--- src/rtl/edge_setup.sv ---
// edge_setup: per-frame setup of edge functions for two triangles, with one shared serial multiplier and a per-line step.
// Optional build macro EDGE_SETUP_SAT_EN: line-0 results and line steps saturate to 20 bits instead of wrapping.
module edge_setup #(
  parameter int TRIG_Y   = 480,
  parameter int H_ACTIVE = 640
) (
  input  logic               clk,
  input  logic               rst_n,
  input  logic [9:0]         x,
  input  logic [9:0]         y,
  input  logic signed [19:0] x_screen_v0,
  input  logic signed [19:0] x_screen_v1,
  input  logic signed [19:0] x_screen_v2,
  input  logic signed [19:0] x_screen_v3,
  input  logic signed [19:0] y_screen_v0,
  input  logic signed [19:0] y_screen_v1,
  input  logic signed [19:0] y_screen_v2,
  input  logic signed [19:0] y_screen_v3,
  output logic signed [19:0] e0_init_t1,
  output logic signed [19:0] e1_init_t1,
  output logic signed [19:0] e2_init_t1,
  output logic signed [19:0] e0_init_t2,
  output logic signed [19:0] e1_init_t2,
  output logic signed [19:0] e2_init_t2,
  output logic               busy
);

  localparam logic [9:0] TRIG_Y_L   = 10'(TRIG_Y);
  localparam logic [9:0] H_ACTIVE_L = 10'(H_ACTIVE);
  localparam logic [9:0] V_ACTIVE_L = 10'd480;
  localparam logic [4:0] LAST_BIT   = 5'd19;
  localparam logic [3:0] LAST_PROD  = 4'd11;

  typedef enum logic [1:0] {
    IDLE = 2'd0,
    MUL  = 2'd1,
    SUM  = 2'd2
  } state_t;

  // Edge k runs from vertex vert_a(k) to vert_b(k); k=0..2 is t1, k=3..5 is t2.
  function automatic logic [1:0] vert_a(input logic [2:0] e);
    case (e)
      3'd1:    vert_a = 2'd1;
      3'd2:    vert_a = 2'd2;
      3'd4:    vert_a = 2'd2;
      3'd5:    vert_a = 2'd3;
      default: vert_a = 2'd0;
    endcase
  endfunction

  function automatic logic [1:0] vert_b(input logic [2:0] e);
    case (e)
      3'd0:    vert_b = 2'd1;
      3'd1:    vert_b = 2'd2;
      3'd3:    vert_b = 2'd2;
      3'd4:    vert_b = 2'd3;
      default: vert_b = 2'd0;
    endcase
  endfunction

`ifdef EDGE_SETUP_SAT_EN
  function automatic logic signed [19:0] sat20(input logic signed [41:0] v);
    if (v > 42'sd524287)
      sat20 = 20'sh7ffff;
    else if (v < -42'sd524288)
      sat20 = 20'sh80000;
    else
      sat20 = v[19:0];
  endfunction
`endif

  state_t             state_reg;
  state_t             state_next;
  logic signed [19:0] live_x [4];
  logic signed [19:0] live_y [4];
  logic signed [19:0] snap_x [4];
  logic signed [19:0] snap_y [4];
  logic signed [19:0] edge_out [6];
  logic [4:0]         bit_cnt_reg;
  logic [3:0]         prod_cnt_reg;
  logic signed [41:0] mul_acc_reg;
  logic signed [41:0] mul_acc_next;
  logic signed [41:0] mul_term;
  logic signed [19:0] mul_m;
  logic signed [20:0] mul_c;
  logic [2:0]         prod_edge;
  logic [1:0]         va;
  logic [1:0]         vb;
  logic               trig;
  logic               prod_done;
  logic               mul_done;
  logic               sum_wr;
  logic               step_en;

  assign live_x[0] = x_screen_v0;
  assign live_x[1] = x_screen_v1;
  assign live_x[2] = x_screen_v2;
  assign live_x[3] = x_screen_v3;
  assign live_y[0] = y_screen_v0;
  assign live_y[1] = y_screen_v1;
  assign live_y[2] = y_screen_v2;
  assign live_y[3] = y_screen_v3;

  assign trig      = (y == TRIG_Y_L) && (x == 10'd0);
  assign prod_done = (state_reg == MUL) && (bit_cnt_reg == 5'd0);
  assign mul_done  = prod_done && (prod_cnt_reg == LAST_PROD);

  always_ff @(posedge clk or negedge rst_n) begin
    if (!rst_n)
      state_reg <= IDLE;
    else
      state_reg <= state_next;
  end

  // A trigger always wins: it restarts the setup from a fresh snapshot.
  always_comb begin
    state_next = state_reg;
    if (trig) begin
      state_next = MUL;
    end else begin
      case (state_reg)
        MUL:     if (mul_done) state_next = SUM;
        SUM:     state_next = IDLE;
        default: state_next = IDLE;
      endcase
    end
  end

  always_comb begin
    busy    = (state_reg != IDLE);
    sum_wr  = (state_reg == SUM) && !trig;
    step_en = (y < V_ACTIVE_L) && (x == H_ACTIVE_L) && (state_reg == IDLE);
  end

  genvar gi;
  generate
    for (gi = 0; gi < 4; gi++) begin : g_vert
      logic signed [19:0] sx_reg;
      logic signed [19:0] sy_reg;

      always_ff @(posedge clk or negedge rst_n) begin
        if (!rst_n) begin
          sx_reg <= '0;
          sy_reg <= '0;
        end else if (trig) begin
          sx_reg <= live_x[gi];
          sy_reg <= live_y[gi];
        end
      end

      assign snap_x[gi] = sx_reg;
      assign snap_y[gi] = sy_reg;
    end
  endgenerate

  // Product 2k is xa*(yb-ya), product 2k+1 is ya*(xb-xa), both for edge k.
  // The multiplier walks the 20-bit coordinate MSB first (Horner form); bit 19 carries negative weight.
  always_comb begin
    prod_edge = prod_cnt_reg[3:1];
    va        = vert_a(prod_edge);
    vb        = vert_b(prod_edge);
    if (prod_cnt_reg[0]) begin
      mul_m = snap_y[va];
      mul_c = {snap_x[vb][19], snap_x[vb]} - {snap_x[va][19], snap_x[va]};
    end else begin
      mul_m = snap_x[va];
      mul_c = {snap_y[vb][19], snap_y[vb]} - {snap_y[va][19], snap_y[va]};
    end
    mul_term = '0;
    if (mul_m[bit_cnt_reg])
      mul_term = (bit_cnt_reg == LAST_BIT) ? -42'(mul_c) : 42'(mul_c);
    mul_acc_next = (mul_acc_reg <<< 1) + mul_term;
  end

  always_ff @(posedge clk or negedge rst_n) begin
    if (!rst_n) begin
      bit_cnt_reg  <= '0;
      prod_cnt_reg <= '0;
      mul_acc_reg  <= '0;
    end else if (trig) begin
      bit_cnt_reg  <= LAST_BIT;
      prod_cnt_reg <= '0;
      mul_acc_reg  <= '0;
    end else if (state_reg == MUL) begin
      if (bit_cnt_reg == 5'd0) begin
        bit_cnt_reg  <= LAST_BIT;
        prod_cnt_reg <= (prod_cnt_reg == LAST_PROD) ? 4'd0 : prod_cnt_reg + 4'd1;
        mul_acc_reg  <= '0;
      end else begin
        bit_cnt_reg <= bit_cnt_reg - 5'd1;
        mul_acc_reg <= mul_acc_next;
      end
    end
  end

  generate
    for (gi = 0; gi < 6; gi++) begin : g_edge
      localparam logic [1:0] VA = vert_a(3'(gi));
      localparam logic [1:0] VB = vert_b(3'(gi));

      logic signed [41:0] edge_acc_reg;
      logic signed [19:0] out_reg;
      logic signed [19:0] line0;
      logic signed [19:0] stepped;

      always_ff @(posedge clk or negedge rst_n) begin
        if (!rst_n)
          edge_acc_reg <= '0;
        else if (trig)
          edge_acc_reg <= '0;
        else if (prod_done && (prod_edge == 3'(gi)))
          edge_acc_reg <= prod_cnt_reg[0] ? edge_acc_reg + mul_acc_next
                                          : edge_acc_reg - mul_acc_next;
      end

`ifdef EDGE_SETUP_SAT_EN
      logic signed [20:0] delta;
      logic signed [21:0] step_sum;
      assign delta    = {snap_x[VA][19], snap_x[VA]} - {snap_x[VB][19], snap_x[VB]};
      assign step_sum = 22'(out_reg) + 22'(delta);
      assign line0    = sat20(edge_acc_reg);
      assign stepped  = sat20(42'(step_sum));
`else
      logic signed [19:0] delta;
      assign delta   = snap_x[VA] - snap_x[VB];
      assign line0   = edge_acc_reg[19:0];
      assign stepped = out_reg + delta;
`endif

      always_ff @(posedge clk or negedge rst_n) begin
        if (!rst_n)
          out_reg <= '0;
        else if (sum_wr)
          out_reg <= line0;
        else if (step_en)
          out_reg <= stepped;
      end

      assign edge_out[gi] = out_reg;
    end
  endgenerate

  assign e0_init_t1 = edge_out[0];
  assign e1_init_t1 = edge_out[1];
  assign e2_init_t1 = edge_out[2];
  assign e0_init_t2 = edge_out[3];
  assign e1_init_t2 = edge_out[4];
  assign e2_init_t2 = edge_out[5];

endmodule

--- config.mk ---
export PLATFORM = sky130hd
export DESIGN_NAME = edge_setup
export DESIGN_NICKNAME = d
export VERILOG_FILES = /design/src/rtl/edge_setup.sv
export SDC_FILE = /design/constraint.sdc
export NUM_CORES = 2
export LEC_CHECK = 0
export ABC_AREA = 1
export BUFFER_PORTS_ARGS = -buffer_cell sky130_fd_sc_hd__buf_2
export CELL_PAD_IN_SITES_DETAIL_PLACEMENT = 0
export CELL_PAD_IN_SITES_GLOBAL_PLACEMENT = 2
export CORE_ASPECT_RATIO = 1.5
export CORE_MARGIN = 5
export CORE_UTILIZATION = 35
export CTS_CLUSTER_SIZE = 14
export DETAILED_ROUTE_END_ITERATION = 10
export GPL_TIMING_DRIVEN = 0
export PLACE_DENSITY = 0.83
export SETUP_SLACK_MARGIN = 0.15
export SYNTH_ARGS = -nofsm -noshare
export SYNTH_HDL_FRONTEND = slang
export SYNTH_SLANG_ARGS = --single-unit
--- constraint.sdc ---
create_clock -name clk -period 8.6 [get_ports clk]
set_input_delay 0.43 -clock clk [delete_from_list [all_inputs] [get_ports clk]]
set_output_delay 0.43 -clock clk [all_outputs]
set_load 0.1 [all_outputs]
-- After elaboration in Yosys (flattened, before gate mapping)
Index checks and enable logic that the tools add are counted.
- $add $sub $neg: 30
- equality and inequality tests: 12
- reductions and logical operators: 30
- magnitude comparators: 4
- mux-type cells: 63
- bitwise logic cells: 2
- operators with widths (operator ; count):
    $mux W42 ; 20
    $mux W20 ; 21
    $add A42 B42 Y42 ; 7
    $sub A42 B42 Y42 ; 6
    $bmux W20 S2 ; 4
    $mux W41 ; 3
    $add A20 B20 Y20 ; 6
    $sub A20 B20 Y20 ; 6
    $neg A21 Y42 ; 1
    $sub A20 B20 Y21 ; 2
    $mux W21 ; 1
    $reduce_bool A2 Y1 ; 10
    $mux W4 ; 4
    $mux W5 ; 3
    $logic_and A1 B1 Y1 ; 12
    $pmux W2 S3 ; 2
    $eq A10 B10 Y1 const B ; 1
    $eq A10 B9 Y1 const B ; 1
    $logic_not A10 Y1 ; 1
    $lt A10 B9 Y1 const B ; 1
    $eq A3 B2 Y1 const B ; 2
    $eq A3 B3 Y1 const B ; 2
    $ge A3 B3 Y1 const B ; 2
    $lt A5 B6 Y1 const B ; 1
    18 further kinds ; 22
- register bits after elaboration: 584
- output and inout port bits: 121
- bits of input ports: 182
- word-level logic and storage cells: 165

-- Longest topological paths before layout
- depth after elaboration: 17
- depth in mapped cells: 54
- gate-level depth less buffers: 52

-- Worst setup path after synthesis
Ideal clock, no wire load.
- kind: register -> register
- start point: register prod_cnt_reg[2]
- end point: register g_edge[2].edge_acc_reg[19]
- stages on the path, launching flop included: 47
- data required time: 8482 ps
- path buffers: 3
- path slack: 1435 ps
- setup time: 118 ps
- clock period less this slack: 7165 ps
- data arrival time: 7047 ps
- path through: dfrtp_1 -> nor2_1 -> clkbuf_1 -> clkbuf_1 -> clkbuf_1 -> nand2_1 -> o211ai_1 -> o21ai_0 -> ha_1 -> fa_1 -> inv_1 -> nand2_1 -> nand3_1 -> o21ai_1 -> nor2_1 -> nand3_1 -> nor2_1 -> nor2_1 -> [11 not listed] -> nor2_1 -> xor2_1 -> ha_1 -> nand2_1 -> nor2_1 -> a211oi_1 -> o21ai_0 -> a21boi_0 -> o21ai_0 -> inv_1 -> nor2_1 -> nor2_1 -> o21ai_0 -> xor2_1 -> nand3_1 -> nand2_1 -> nand2_1 -> nand2_1
- word-level cells in the longest chain between the ends: 17
- elaborated cells between the ends (all ways): 41
- those cells by class: add/sub: 6; eq/ne: 5; mux: 23; bitwise: 2; reduce/logical: 5
- ends and longest elaborated chain (element ; RTL line ; RTL):
    start, declared ; 80 ; logic [3:0] prod_cnt_reg;
    start signal, assigned ; 187 ; prod_cnt_reg <= (prod_cnt_reg == LAST_PROD) ? 4'd0 : prod_cnt_reg + 4'd1;
    $eq A3 B1 Y1 (tied with other cells) ; 42, 52 ;
    $reduce_or A2 Y1 (no line) ; n/a ;
    $pmux W2 S3 (on tied branches) ; 52, 42 ;
    $not A2 Y3 (on tied branches) ; n/a ;
    $bmux W20 S2 (on tied branches) ; n/a ;
    $mux W20 (on tied branches) (2 in a row) ; n/a ;
    $sub A20 B20 Y21 (on tied branches) ; 167, 164 ;
    $mux W21 ; 162 ; if (prod_cnt_reg[0]) begin
    $neg A21 Y42 ; 171 ; mul_term = (bit_cnt_reg == LAST_BIT) ? -42'(mul_c) : 42'(mul_c);
    $mux W42 ; 171 ;
    $mux W42 ; 170 ; if (mul_m[bit_cnt_reg])
    $add A42 B42 Y42 ; 172 ; mul_acc_next = (mul_acc_reg <<< 1) + mul_term;
    $sub A42 B42 Y42 or $add A42 B42 Y42 (tied branches) ; 213, 212 ;
    $mux W42 ; 212 ; edge_acc_reg <= prod_cnt_reg[0] ? edge_acc_reg + mul_acc_next
    $mux W42 ; 211 ; else if (prod_done && (prod_edge == 3'(gi)))
    $mux W42 ; 209 ; else if (trig)
    end signal, assigned ; 212 ;
    end, declared ; 201 ; logic signed [41:0] edge_acc_reg;
Parallel ways exist; a longest one is shown, timed or not. The select of a mux whose other input is x is not followed.
A chain may end at the register's enable or synchronous reset.

-- Worst setup path in the final report
- start point: register prod_cnt_reg[2]
- end point: register g_edge[3].edge_acc_reg[19]
- word-level cells in the longest chain between the ends: 17
- elaborated cells between the ends (all ways): 41
- those cells by class: add/sub: 6; eq/ne: 5; mux: 23; bitwise: 2; reduce/logical: 5
- ends and longest elaborated chain (element ; RTL line):
    $eq A3 B1 Y1 (tied with other cells) ; 42, 52
    $reduce_or A2 Y1 (no line) ; n/a
    $pmux W2 S3 (on tied branches) ; 52, 42
    $not A2 Y3 (on tied branches) ; n/a
    $bmux W20 S2 (on tied branches) ; n/a
    $mux W20 (on tied branches) (2 in a row) ; n/a
    $sub A20 B20 Y21 (on tied branches) ; 167, 164
    $mux W21 ; 162
    $neg A21 Y42 ; 171
    $mux W42 ; 171
    $mux W42 ; 170
    $add A42 B42 Y42 ; 172
    $sub A42 B42 Y42 or $add A42 B42 Y42 (tied branches) ; 213, 212
    $mux W42 ; 212
    $mux W42 ; 211
    $mux W42 ; 209
    end signal, assigned ; 212
    end, declared ; 201
Parallel ways exist; a longest one is shown, timed or not. The select of a mux whose other input is x is not followed.

==> flow_metrics.env <==
export IMPL_die_w_um=277
export IMPL_fin_nets=6414
export IMPL_port_buffers=302
export IMPL_maxCapViolations=4
export IMPL_rows=147
export IMPL_synth_edf_count=0
export IMPL_place_gp_congestion=0.981
export IMPL_skew_ns=0.0528
export IMPL_drv_slew=16
export IMPL_grt_pass1_wl_um=276000
export IMPL_slowest_stage="dfrtp_2"
export IMPL_setup_viol=0
export IMPL_crit_required_ns=9.16
export IMPL_fin_ws_ns=0.519
export IMPL_cp_common_cell="nand2_1"
export IMPL_ys_ff_latch=430
export IMPL_stdcell_area_mm2=0.0449
export IMPL_timing_fmax_ghz=0.124
export IMPL_grt_overflow_total=0
export IMPL_drt_vias_per_instance=5.45
export IMPL_reg2reg_to="g_edge[3].edge_acc_reg[19]"
export IMPL_place_ws_ns=-2.20
export IMPL_worstHoldEndpoint="g_vert[2].sx_reg[2]"
export IMPL_cp_slowest_stage_delay_ns=0.46
export IMPL_ant_nets=0
export IMPL_ff2ff_path_depth=44
export IMPL_cp_end_kind="flip-flop"
export IMPL_vias=39694
export IMPL_yosysTopAreaCell="dfrtp_1"
export IMPL_die_h_um=411
export IMPL_place_hpwl_um=158000
export IMPL_clk_path_buf_depth=3
export IMPL_cts_tree="built"
export IMPL_hold_depth=3
export IMPL_rsz0062_at_grt="true"
export IMPL_min_period_ns=8.08
export IMPL_rr_startpoint="prod_cnt_reg[2]"
export IMPL_routedWlPerCell_um=27.2
export IMPL_drcViolationCount=0
export IMPL_core_area_mm2=0.107
export IMPL_drt_initial_drc_count=3538
export IMPL_boundaryPins=303
export IMPL_crit_type="flip-flop to flip-flop"
export IMPL_syn_inst=5331
export IMPL_clkSinkCount=430
export IMPL_holdWs_ns=0.0233
export IMPL_critical_path_arrival_ns=8.64
export IMPL_synth_fp_nets=5931
export IMPL_ys_warn_count=0
export IMPL_cts_root_buffer="clkbuf_16"
export IMPL_syn_to_final_growth_pct=19.7
export IMPL_start_util=0.351
export IMPL_outcome="finished with violations"
export IMPL_h_tree_depth=2
export IMPL_antenna_found_initial=10
export IMPL_clk_insertion_delay_late_ns=0.68
export IMPL_placed_cell_area_mm2=0.0414
export IMPL_crit_fanout=10
export IMPL_grt_pass1_vias=39073
export IMPL_startpoint_type="flip-flop"
export IMPL_synth_top_cell_area_share=0.287
export IMPL_violations="capacitance limit, slew limit"
export IMPL_synthArstFlopShare=1.00
export IMPL_grt_max_degree=109
export IMPL_hp_class="primary input to flip-flop"
export IMPL_wirelength_um=198000
export IMPL_hp_start="x_screen_v2[2]"
export IMPL_worst_pin_slew_ns=1.71
export IMPL_drive_gt1_frac=0.108
export IMPL_finalCoreUtilization=0.420
export IMPL_hold_violations=0
export IMPL_cts_inserted_buffers=51
export IMPL_die_area_mm2=0.114
export IMPL_post_route_period_util=0.940
export IMPL_largest_reg_flops=120
export IMPL_syn_area_per_cell_um2=7.04
export IMPL_grt_util_all_layers=0.335
export IMPL_synth_area_mm2=0.0375
export IMPL_rrSetupSlack_ns=0.52
export IMPL_fillers=11444
export IMPL_synth_cell_types=53
export IMPL_ys_seq_area_frac=0.287
export IMPL_cts_clk_slew_worst_paths_ns=0.07
export IMPL_synth_area_top_cells="dfrtp_1, nand2_1, ha_1"
export IMPL_drtPass1Iterations=5
export IMPL_relSlewSlack=-0.147
export IMPL_ys_flop_type="dfrtp_1"
## cells by family after synthesis
| group | after synthesis | share of synthesized area |
|---|---|---|
| xor gates and xnor gates | 123 | 0.0287 |
| DFF | 430 | 0.287 |
| adders and majority gates | 418 | 0.164 |
| buffers and inverters | 1140 | 0.116 |
| AOI/OAI and AO/OA | 1178 | 0.182 |
| and+or+nand+nor | 2042 | 0.223 |
## routing by layer
| metal | up-vias | global-route usage | part of all wire |
|---|---|---|---|
| li1 | 18343 | - | - |
| met1 | 19066 | 0.391 | 0.38 |
| met2 | 1793 | 0.557 | 0.46 |
| met3 | 490 | 0.0561 | 0.071 |
| met4 | 2 | 0.241 | 0.092 |
| met5 | - | 0 | 0.000066 |
## Yosys cell counts, drive strengths merged, types with 2 or more instances
cell type  instances
a21oi            356
a211oi            15
a32o               2
or2               23
o21bai            26
o211ai            46
nor3b              4
o32ai             13
inv              982
nand2           1359
o21ai            475
o31ai             14
and2              13
a221o              8
nand3b            13
a21boi            15
buf               39
o22ai             76
a21o               6
fa               123
o21a               4
xnor2             39
nand3            267
nand4             40
nor4              12
dfrtp            430
xor2              84
clkbuf           114
nor3              33
a31oi             21
clkinv             5
nor2             275
a22o               4
o221ai            94
ha               295
## per-stage QoR
stage	setup TNS, ns	instances
global route	0	7271
floorplan	0	5331
global placement	-1429.44	7048
CTS	0	7265
finish	0	7279
detailed placement	-88.86	7067
## cell type report
| class | instances | area [um^2] | area share |
|---|---|---|---|
| Tap cell | 1415 | 1770 | 0.0394 |
| Clock inverter | 28 | 472 | 0.0105 |
| Timing Repair Buffer | 430 | 3040 | 0.0676 |
| Buffer | 153 | 727 | 0.0162 |
| Antenna cell | 8 | 20.0 | 0.000446 |
| Multi-Input combinational cell | 3761 | 23000 | 0.512 |
| Sequential cell | 430 | 10800 | 0.240 |
| Clock buffer | 67 | 1430 | 0.0317 |
| Inverter | 987 | 3710 | 0.0827 |
## cells in the final DEF, fill, tap and decap left out, types with 11 or more instances in the layout
master / netlist / layout
dlygate4sd3_1: 0 / 78
fa_1: 123 / 123
buf_2: 21 / 322
o211ai_1: 46 / 46
clkbuf_2: 1 / 12
o221ai_1: 94 / 94
a31oi_1: 21 / 18
o21ai_2: 0 / 17
or2_2: 23 / 23
clkbuf_1: 113 / 95
nand2_1: 1356 / 1351
nor3_1: 33 / 33
o31ai_1: 14 / 14
and2_1: 13 / 13
buf_4: 11 / 37
nand4_1: 39 / 39
xnor2_1: 39 / 34
clkbuf_16: 0 / 51
o22ai_1: 76 / 76
o32ai_1: 13 / 13
xor2_4: 0 / 11
ha_1: 295 / 288
a211oi_1: 15 / 14
a21oi_1: 356 / 343
o21bai_1: 26 / 26
nor2_1: 274 / 268
dfrtp_1: 430 / 426
clkinv_2: 0 / 12
o21ai_0: 438 / 405
nand3b_1: 12 / 12
xor2_1: 84 / 67
a21oi_2: 0 / 13
inv_2: 11 / 11
inv_1: 971 / 968
bufinv_16: 0 / 11
nand3_1: 266 / 262
o21ai_1: 37 / 52
## worst max-delay path: cells and delay by family (launching register included)
family / cells / cell delay (ns)
compound gates: 6 / 1.36
xor+xnor: 3 / 0.65
fa+ha+maj: 3 / 1.07
buf+inv: 7 / 1.02
flops: 1 / 0.46
simple gates: 25 / 3.40
## how the worst max path moves through the flow
stage / end / slack (ns) / from
detailed placement: g_edge[5].edge_acc_reg[19] / -2.20 / prod_cnt_reg[2]
global placement: g_edge[0].edge_acc_reg[19] / -3.54 / prod_cnt_reg[2]
global route: g_edge[1].edge_acc_reg[18] / 0.08 / prod_cnt_reg[1]
floorplan: g_edge[2].edge_acc_reg[19] / 1.43 / prod_cnt_reg[2]
CTS: g_edge[5].edge_acc_reg[19] / 0.18 / prod_cnt_reg[1]
finish: g_edge[3].edge_acc_reg[19] / 0.52 / prod_cnt_reg[2]
## timing repair
item,CTS,global route
buffers inserted,25,6
resized for setup,86,95
hold buffers,78,0
endpoints found under the hold margin,133,0
cloned,0,0
pin swaps,8,5
endpoints found under the setup margin,84,40
Power is not shown: default switching activity piles up to over one toggle a cycle in this logic, so the estimate is an artifact.
